**src/rtl/axilite_pkg.sv**
```systemverilog
// Shared types and constants for the AXI-Lite master slice:
// FSM state encoding, response codes and default bus widths.
package axilite_pkg;

    localparam int AXIL_ADDR_W = 32;
    localparam int AXIL_DATA_W = 32;

    localparam logic [1:0] AXI_RESP_OKAY   = 2'b00;
    localparam logic [1:0] AXI_RESP_SLVERR = 2'b10;

    typedef enum logic [2:0] {
        IDLE,
        WR_REQ,
        WR_RESP,
        RD_REQ,
        RD_RESP,
        DONE
    } axil_mst_state_t;

endpackage

```
**src/rtl/axilite_int.sv**
```systemverilog
// AXI-Lite channel bundle (AW/W/B/AR/R) with master and slave views.
// Clock and reset travel separately.
interface axilite_int #(
    parameter int ADDR_W = 32,
    parameter int DATA_W = 32
);
    logic              AXI_AWVALID;
    logic              AXI_AWREADY;
    logic [ADDR_W-1:0] AXI_AWADDR;
    logic              AXI_WVALID;
    logic              AXI_WREADY;
    logic [DATA_W-1:0] AXI_WDATA;
    logic [DATA_W/8-1:0] AXI_WSTRB;
    logic              AXI_BVALID;
    logic              AXI_BREADY;
    logic [1:0]        AXI_BRESP;
    logic              AXI_ARVALID;
    logic              AXI_ARREADY;
    logic [ADDR_W-1:0] AXI_ARADDR;
    logic              AXI_RVALID;
    logic              AXI_RREADY;
    logic [DATA_W-1:0] AXI_RDATA;
    logic [1:0]        AXI_RRESP;

    modport master (
        output AXI_AWVALID, AXI_AWADDR, AXI_WVALID, AXI_WDATA,
        output AXI_WSTRB, AXI_BREADY, AXI_ARVALID, AXI_ARADDR,
        output AXI_RREADY,
        input  AXI_AWREADY, AXI_WREADY, AXI_BVALID, AXI_BRESP,
        input  AXI_ARREADY, AXI_RVALID, AXI_RDATA, AXI_RRESP
    );

    modport slave (
        input  AXI_AWVALID, AXI_AWADDR, AXI_WVALID, AXI_WDATA,
        input  AXI_WSTRB, AXI_BREADY, AXI_ARVALID, AXI_ARADDR,
        input  AXI_RREADY,
        output AXI_AWREADY, AXI_WREADY, AXI_BVALID, AXI_BRESP,
        output AXI_ARREADY, AXI_RVALID, AXI_RDATA, AXI_RRESP
    );
endinterface

```
**src/rtl/axilite_master_stats.sv**
```systemverilog
// Completion counters for axilite_master; only instantiated when
// AXILITE_MASTER_STATS_EN is defined. Counters wrap freely.
module axilite_master_stats (
    input  logic        clk,
    input  logic        rst_n,
    input  logic        wr_done,
    input  logic        rd_done,
    input  logic        err,
    output logic [15:0] stat_wr_cnt,
    output logic [15:0] stat_rd_cnt,
    output logic [7:0]  stat_err_cnt
);

    always_ff @(posedge clk) begin
        if (!rst_n) begin
            stat_wr_cnt  <= '0;
            stat_rd_cnt  <= '0;
            stat_err_cnt <= '0;
        end else begin
            if (wr_done)
                stat_wr_cnt <= stat_wr_cnt + 16'd1;
            if (rd_done)
                stat_rd_cnt <= stat_rd_cnt + 16'd1;
            if (err)
                stat_err_cnt <= stat_err_cnt + 8'd1;
        end
    end

endmodule

```
**src/rtl/axilite_master.sv**
```systemverilog
// Single-outstanding AXI-Lite initiator driven by a local cmd/rsp port.
// Optional completion counters: define AXILITE_MASTER_STATS_EN.
module axilite_master
    import axilite_pkg::*;
#(
    parameter int ADDR_W = AXIL_ADDR_W,
    parameter int DATA_W = AXIL_DATA_W
) (
    input  logic              AXI_ACLK,
    input  logic              AXI_ARESETN,
    input  logic              cmd_valid,
    output logic              cmd_ready,
    input  logic              cmd_write,
    input  logic [ADDR_W-1:0] cmd_addr,
    input  logic [DATA_W-1:0] cmd_wdata,
    output logic              rsp_valid,
    input  logic              rsp_ready,
    output logic [DATA_W-1:0] rsp_rdata,
    output logic [1:0]        rsp_resp,
`ifdef AXILITE_MASTER_STATS_EN
    output logic [15:0]       stat_wr_cnt,
    output logic [15:0]       stat_rd_cnt,
    output logic [7:0]        stat_err_cnt,
`endif
    axilite_int.master        io
);

    axil_mst_state_t   state_q, state_d;
    logic [ADDR_W-1:0] addr_q, addr_d;
    logic [DATA_W-1:0] wdata_q, wdata_d;
    logic [DATA_W-1:0] rdata_q, rdata_d;
    logic [1:0]        resp_q, resp_d;
    logic              awv_q, awv_d;
    logic              wv_q, wv_d;
    logic              arv_q, arv_d;
    logic              bready_q, bready_d;
    logic              rready_q, rready_d;
    logic              rsp_valid_q, rsp_valid_d;

    always_ff @(posedge AXI_ACLK) begin
        if (!AXI_ARESETN) begin
            state_q     <= IDLE;
            addr_q      <= '0;
            wdata_q     <= '0;
            rdata_q     <= '0;
            resp_q      <= '0;
            awv_q       <= 1'b0;
            wv_q        <= 1'b0;
            arv_q       <= 1'b0;
            bready_q    <= 1'b0;
            rready_q    <= 1'b0;
            rsp_valid_q <= 1'b0;
        end else begin
            state_q     <= state_d;
            addr_q      <= addr_d;
            wdata_q     <= wdata_d;
            rdata_q     <= rdata_d;
            resp_q      <= resp_d;
            awv_q       <= awv_d;
            wv_q        <= wv_d;
            arv_q       <= arv_d;
            bready_q    <= bready_d;
            rready_q    <= rready_d;
            rsp_valid_q <= rsp_valid_d;
        end
    end

    always_comb begin
        state_d     = state_q;
        addr_d      = addr_q;
        wdata_d     = wdata_q;
        rdata_d     = rdata_q;
        resp_d      = resp_q;
        awv_d       = awv_q;
        wv_d        = wv_q;
        arv_d       = arv_q;
        bready_d    = bready_q;
        rready_d    = rready_q;
        rsp_valid_d = rsp_valid_q;
        unique case (state_q)
            IDLE: begin
                if (cmd_valid) begin
                    addr_d  = cmd_addr;
                    wdata_d = cmd_write ? cmd_wdata : '0;
                    awv_d   = cmd_write;
                    wv_d    = cmd_write;
                    arv_d   = !cmd_write;
                    state_d = cmd_write ? WR_REQ : RD_REQ;
                end
            end
            WR_REQ: begin
                // AW and W retire independently; a retired one stays low
                awv_d = awv_q && !io.AXI_AWREADY;
                wv_d  = wv_q && !io.AXI_WREADY;
                if (!awv_d && !wv_d) begin
                    bready_d = 1'b1;
                    state_d  = WR_RESP;
                end
            end
            WR_RESP: begin
                if (io.AXI_BVALID) begin
                    bready_d    = 1'b0;
                    rsp_valid_d = 1'b1;
                    resp_d      = io.AXI_BRESP;
                    rdata_d     = '0;
                    state_d     = DONE;
                end
            end
            RD_REQ: begin
                if (io.AXI_ARREADY) begin
                    arv_d    = 1'b0;
                    rready_d = 1'b1;
                    state_d  = RD_RESP;
                end
            end
            RD_RESP: begin
                if (io.AXI_RVALID) begin
                    rready_d    = 1'b0;
                    rsp_valid_d = 1'b1;
                    resp_d      = io.AXI_RRESP;
                    rdata_d     = io.AXI_RDATA;
                    state_d     = DONE;
                end
            end
            DONE: begin
                if (rsp_ready) begin
                    rsp_valid_d = 1'b0;
                    state_d     = IDLE;
                end
            end
            default: state_d = IDLE;
        endcase
    end

    assign cmd_ready      = (state_q == IDLE);
    assign rsp_valid      = rsp_valid_q;
    assign rsp_rdata      = rdata_q;
    assign rsp_resp       = resp_q;
    assign io.AXI_AWVALID = awv_q;
    assign io.AXI_AWADDR  = addr_q;
    assign io.AXI_WVALID  = wv_q;
    assign io.AXI_WDATA   = wdata_q;
    assign io.AXI_WSTRB   = '1;
    assign io.AXI_BREADY  = bready_q;
    assign io.AXI_ARVALID = arv_q;
    assign io.AXI_ARADDR  = addr_q;
    assign io.AXI_RREADY  = rready_q;

`ifdef AXILITE_MASTER_STATS_EN
    logic       wr_done;
    logic       rd_done;
    logic [1:0] resp_in;

    assign wr_done = (state_q == WR_RESP) && io.AXI_BVALID;
    assign rd_done = (state_q == RD_RESP) && io.AXI_RVALID;
    assign resp_in = wr_done ? io.AXI_BRESP : io.AXI_RRESP;

    axilite_master_stats u_stats (
        .clk          (AXI_ACLK),
        .rst_n        (AXI_ARESETN),
        .wr_done      (wr_done),
        .rd_done      (rd_done),
        .err          ((wr_done || rd_done) && (resp_in != AXI_RESP_OKAY)),
        .stat_wr_cnt  (stat_wr_cnt),
        .stat_rd_cnt  (stat_rd_cnt),
        .stat_err_cnt (stat_err_cnt)
    );
`endif

endmodule
```
**src/flat_wrapper.sv**
```systemverilog
// flat-port wrapper written by rule: the top's interface ports become plain ports
module axilite_master_flat import axilite_pkg::*;
#(
    parameter int ADDR_W = AXIL_ADDR_W,
    parameter int DATA_W = AXIL_DATA_W
)
  (AXI_ACLK, AXI_ARESETN, cmd_valid, cmd_ready, cmd_write, cmd_addr, cmd_wdata, rsp_valid, rsp_ready, rsp_rdata, rsp_resp, io_AXI_AWVALID, io_AXI_AWADDR, io_AXI_WVALID, io_AXI_WDATA, io_AXI_WSTRB, io_AXI_BREADY, io_AXI_ARVALID, io_AXI_ARADDR, io_AXI_RREADY, io_AXI_AWREADY, io_AXI_WREADY, io_AXI_BVALID, io_AXI_BRESP, io_AXI_ARREADY, io_AXI_RVALID, io_AXI_RDATA, io_AXI_RRESP);
  axilite_int #(.ADDR_W(ADDR_W), .DATA_W(DATA_W)) io_i ();
  input  logic AXI_ACLK;
  input  logic AXI_ARESETN;
  input  logic cmd_valid;
  output logic cmd_ready;
  input  logic cmd_write;
  input  logic [ADDR_W-1:0] cmd_addr;
  input  logic [DATA_W-1:0] cmd_wdata;
  output logic rsp_valid;
  input  logic rsp_ready;
  output logic [DATA_W-1:0] rsp_rdata;
  output logic [1:0] rsp_resp;
  output wire logic [$bits(io_i.AXI_AWVALID)-1:0] io_AXI_AWVALID;
  output wire logic [$bits(io_i.AXI_AWADDR)-1:0] io_AXI_AWADDR;
  output wire logic [$bits(io_i.AXI_WVALID)-1:0] io_AXI_WVALID;
  output wire logic [$bits(io_i.AXI_WDATA)-1:0] io_AXI_WDATA;
  output wire logic [$bits(io_i.AXI_WSTRB)-1:0] io_AXI_WSTRB;
  output wire logic [$bits(io_i.AXI_BREADY)-1:0] io_AXI_BREADY;
  output wire logic [$bits(io_i.AXI_ARVALID)-1:0] io_AXI_ARVALID;
  output wire logic [$bits(io_i.AXI_ARADDR)-1:0] io_AXI_ARADDR;
  output wire logic [$bits(io_i.AXI_RREADY)-1:0] io_AXI_RREADY;
  input wire logic [$bits(io_i.AXI_AWREADY)-1:0] io_AXI_AWREADY;
  input wire logic [$bits(io_i.AXI_WREADY)-1:0] io_AXI_WREADY;
  input wire logic [$bits(io_i.AXI_BVALID)-1:0] io_AXI_BVALID;
  input wire logic [$bits(io_i.AXI_BRESP)-1:0] io_AXI_BRESP;
  input wire logic [$bits(io_i.AXI_ARREADY)-1:0] io_AXI_ARREADY;
  input wire logic [$bits(io_i.AXI_RVALID)-1:0] io_AXI_RVALID;
  input wire logic [$bits(io_i.AXI_RDATA)-1:0] io_AXI_RDATA;
  input wire logic [$bits(io_i.AXI_RRESP)-1:0] io_AXI_RRESP;
  assign io_AXI_AWVALID = io_i.AXI_AWVALID;
  assign io_AXI_AWADDR = io_i.AXI_AWADDR;
  assign io_AXI_WVALID = io_i.AXI_WVALID;
  assign io_AXI_WDATA = io_i.AXI_WDATA;
  assign io_AXI_WSTRB = io_i.AXI_WSTRB;
  assign io_AXI_BREADY = io_i.AXI_BREADY;
  assign io_AXI_ARVALID = io_i.AXI_ARVALID;
  assign io_AXI_ARADDR = io_i.AXI_ARADDR;
  assign io_AXI_RREADY = io_i.AXI_RREADY;
  assign io_i.AXI_AWREADY = io_AXI_AWREADY;
  assign io_i.AXI_WREADY = io_AXI_WREADY;
  assign io_i.AXI_BVALID = io_AXI_BVALID;
  assign io_i.AXI_BRESP = io_AXI_BRESP;
  assign io_i.AXI_ARREADY = io_AXI_ARREADY;
  assign io_i.AXI_RVALID = io_AXI_RVALID;
  assign io_i.AXI_RDATA = io_AXI_RDATA;
  assign io_i.AXI_RRESP = io_AXI_RRESP;
  axilite_master #(.ADDR_W(ADDR_W), .DATA_W(DATA_W)) u_core (.AXI_ACLK(AXI_ACLK), .AXI_ARESETN(AXI_ARESETN), .cmd_valid(cmd_valid), .cmd_ready(cmd_ready), .cmd_write(cmd_write), .cmd_addr(cmd_addr), .cmd_wdata(cmd_wdata), .rsp_valid(rsp_valid), .rsp_ready(rsp_ready), .rsp_rdata(rsp_rdata), .rsp_resp(rsp_resp), .io(io_i));
endmodule
```
**config.mk**
```make
export PLATFORM = sky130hd
export DESIGN_NAME = axilite_master_flat
export DESIGN_NICKNAME = d
export VERILOG_FILES = /design/src/rtl/axilite_pkg.sv /design/src/rtl/axilite_int.sv /design/src/rtl/axilite_master_stats.sv /design/src/rtl/axilite_master.sv /design/src/flat_wrapper.sv
export SDC_FILE = /design/constraint.sdc
export NUM_CORES = 1
export LEC_CHECK = 0
export ABC_AREA = 1
export BUFFER_PORTS_ARGS = -buffer_cell sky130_fd_sc_hd__buf_2
export CAP_MARGIN = 40
export CORE_ASPECT_RATIO = 1.2
export CORE_MARGIN = 2
export CORE_UTILIZATION = 40
export DETAILED_ROUTE_END_ITERATION = 7
export PLACE_DENSITY = 0.74
export SLEW_MARGIN = 20
export SYNTH_ARGS = -nofsm -noshare
export SYNTH_HDL_FRONTEND = slang
export SYNTH_SLANG_ARGS = --single-unit
```
**constraint.sdc**
```tcl
create_clock -name AXI_ACLK -period 3.1 [get_ports AXI_ACLK]
set_input_delay 0.31 -clock AXI_ACLK [delete_from_list [all_inputs] [get_ports AXI_ACLK]]
set_output_delay 0.31 -clock AXI_ACLK [all_outputs]
set_load 0.05 [all_outputs]
```
==> impl_metrics.json <==
{
  "cp_max_fo": 64,
  "crit_chain": "nor2_4, nand2_4, nor2_8, inv_2, buf_4, a22oi_2, nor2_1",
  "multi_input_area_um2": 1640,
  "critPathLaunchType": "register",
  "grt_pass1_vias": 3745,
  "clk_pin_slew_worst_paths_ns": 0.07,
  "ir_drop_mv": 0.609,
  "initial_core_util_pct": 40.9,
  "reg2reg_to": "u_core.io.AXI_WDATA[27]$_SDFFE_PN0P_",
  "gp_congestion": 0.858,
  "p_leak_nw": 2.88,
  "async_reset_ff_share_pct": 0,
  "synth_top_cells_by_count": "nor2_1, dfxtp_1, nand2_1, o21ai_0, buf_4",
  "timing.final.crit_share_pct": 65.4,
  "avgSynthCellArea_um2": 8.14,
  "post-route-drc-count": 0,
  "grt_pass1_wl_um": 17800,
  "path_class": "register to register",
  "viasPerCell": 4.78,
  "arrival_ns": 2.25,
  "hold_start": "cmd_addr[18]",
  "hold_viol_final": 0,
  "slowest_stage": "dfxtp_1",
  "tns_ns": 0,
  "cts_buffer_depth": 2,
  "grtUsageTotal_pct": 18.8,
  "ys_ff_latch": 107,
  "yosys.area.top_type": "dfxtp_1",
  "setup_viol": 0,
  "ctsResizeCount": 0,
  "max_cap_viol_count": 0,
  "antenna_found_initial": 1,
  "nNetsFinal": 835,
  "ys.flop_type": "dfxtp_1",
  "synth.top_cell.area_share_pct": 49.8,
  "yosys_warnings": 0,
  "cp_top_family": "simple AND/OR/NAND/NOR gates",
  "min_period_ns": 2.03,
  "regArea_um2": 2140,
  "area_growth_pct": 31.1,
  "whs_path_depth": 3,
  "dr_total_vias": 4108,
  "crit_buf_inv": 2,
  "synth.distinct_cells": 22,
  "port_buffers": 246,
  "grt_max_degree": 65,
  "worst_clock_skew_ns": 0.00457,
  "r2r_start": "u_core.state_q[1]$_SDFFE_PN0P_",
  "die_area_um2": 11600,
  "fp.dieW_um": 98.7,
  "syn_area_um2": 4300,
  "rsz0062_at_grt": "no",
  "max_slew_margin_pct": 50.4,
  "r2r_cells": 7,
  "core_area_um2": 10500,
  "final_area_um2": 5640,
  "wl_um": 11500,
  "cts_hold_buf": 0,
  "post_cts_buffers": 0,
  "fmax_ghz": 0.493,
  "slew_viol_final": 0,
  "placed_area_um2": 5310,
  "worstMarginPinSlew_ns": 0.744,
  "h-tree-depth": 3,
  "synth.most_common_cell": "nor2_1",
  "synth_seq_area_share_pct": 49.8,
  "cts_sinks": 107,
  "synthCells": 529,
  "drtPass1Iterations": 5,
  "io_pins": 251,
  "status": "complete, no violations",
  "grt-ovfl-total": 0,
  "drt-initial-drc-count": 166,
  "hold_end": "u_core.io.AXI_ARADDR[18]$_SDFFE_PN0P_",
  "ff2ff_setup_slack_ns": 1.07,
  "fillers": 1015,
  "numCtsBuffers": 9,
  "synth-edff-count": 0,
  "drive_above_1_share_pct": 39.6,
  "yosys-top-cells-area": "dfxtp_1, nor2_1, nand2_1",
  "clkLatencyLatePin_ns": 0.34,
  "p_per_area_nw_per_um2": 1030,
  "hpwl_um": 8410,
  "slowest_delay_ns": 0.39,
  "die_y_um": 118,
  "num_rows": 41,
  "hold_class": "primary input to register",
  "required_ns": 3.33,
  "root_buffer": "clkbuf_16",
  "crit_path_end_kind": "register",
  "hold_ws_ns": 0.189,
  "ant_nets": 0,
  "wl_per_cell_um": 13.3,
  "cts_tree": "built"
}
[layout by cell type (no fill, tap or decap), drive strengths merged]
cell / n
diode: 1
clkinvlp: 1
a31oi: 1
dfxtp: 107
clkbuf: 10
bufinv: 3
nor2: 117
conb: 4
a21oi: 35
a22oi: 32
inv: 19
nand3: 13
clkinv: 1
buf: 250
o21ai: 38
a211oi: 1
nand2: 96
o22ai: 1
[where the power goes]
part | leakage (nW) | switching, mW | internal, mW
Combinational | 1.85 | 2.11 | 0.584
Clock | 0.159 | 0.487 | 0.784
Sequential | 0.872 | 0.197 | 1.63
[area by class of cell]
class	count	area share [%]
sequential	107	38.0
multi-input combinational	338	29.1
timing repair buffer	250	22.9
clock buffer	10	4.06
tap	129	2.86
clock inverter	5	1.82
inverter	19	1.26
antenna	1	0.0444
[worst reg2reg max path, cell delays in order (launching register included)]
cell     delay, ns
dfxtp_1       0.39
nor2_4        0.22
nand2_4       0.10
nor2_8        0.35
inv_2         0.11
buf_4         0.37
a22oi_2       0.31
nor2_1        0.06
[cells by family (layout without fill, tap and decap cells)]
family	after synthesis	count (layout)	synth area share (%)
AO/OA/AOI/OAI	108	108	16.6
buffers and inverters	87	284	12.4
flip-flops	107	107	49.8
other	1	5	0.0871
AND/OR/NAND/NOR	226	226	21.1
[state kept, by name (all words and copies together), names as in the netlist]
signal	count
u_core.io.AXI_ARADDR	32
u_core.io.AXI_ARVALID	1
u_core.io.AXI_AWVALID	1
u_core.io.AXI_BREADY	1
u_core.io.AXI_RREADY	1
u_core.io.AXI_WDATA	32
u_core.io.AXI_WVALID	1
u_core.rsp_rdata	32
u_core.rsp_resp	2
u_core.rsp_valid	1
u_core.state_q	3
[routing by layer]
metal / GRT usage (%) / wire, um
met1: 22.9 / 4850
met2: 30.7 / 5470
met3: 5.46 / 873
met4: 8.05 / 262
met5: 0 / 0
[stage by stage]
| step | worst slack, ns | total power, mW | std cells | util, % |
|---|---|---|---|---|
| floorplan | 1.64 | 4.16 | 532 | - |
| global placement | 1.14 | 4.49 | 841 | 50.0 |
| detailed placement | 1.05 | 4.56 | 843 | 50.5 |
| CTS | 1.04 | 5.84 | 858 | 53.6 |
| global route | 0.885 | 6.09 | 858 | 53.6 |
| finish | 1.07 | 5.80 | 859 | 53.6 |
[how the worst max path moves through the flow]
| stage | start | endpoint | slack [ns] | cells past startpoint |
|---|---|---|---|---|
| 2_1_floorplan | u_core.state_q[1]$_SDFFE_PN0P_ | u_core.io.AXI_WDATA[10]$_SDFFE_PN0P_ | 1.64 | 9 |
| 3_3_place_gp | u_core.state_q[0]$_SDFFE_PN0P_ | u_core.io.AXI_WDATA[0]$_SDFFE_PN0P_ | 1.14 | 7 |
| 3_5_place_dp | u_core.state_q[1]$_SDFFE_PN0P_ | u_core.io.AXI_WDATA[11]$_SDFFE_PN0P_ | 1.05 | 7 |
| 4_1_cts | u_core.state_q[0]$_SDFFE_PN0P_ | u_core.io.AXI_WDATA[11]$_SDFFE_PN0P_ | 1.04 | 7 |
| 5_1_grt | u_core.state_q[2]$_SDFFE_PN0P_ | u_core.io.AXI_WDATA[13]$_SDFFE_PN0P_ | 0.89 | 7 |
| 6_report | u_core.state_q[1]$_SDFFE_PN0P_ | u_core.io.AXI_WDATA[27]$_SDFFE_PN0P_ | 1.07 | 7 |
(Power assumes the default switching activity.)
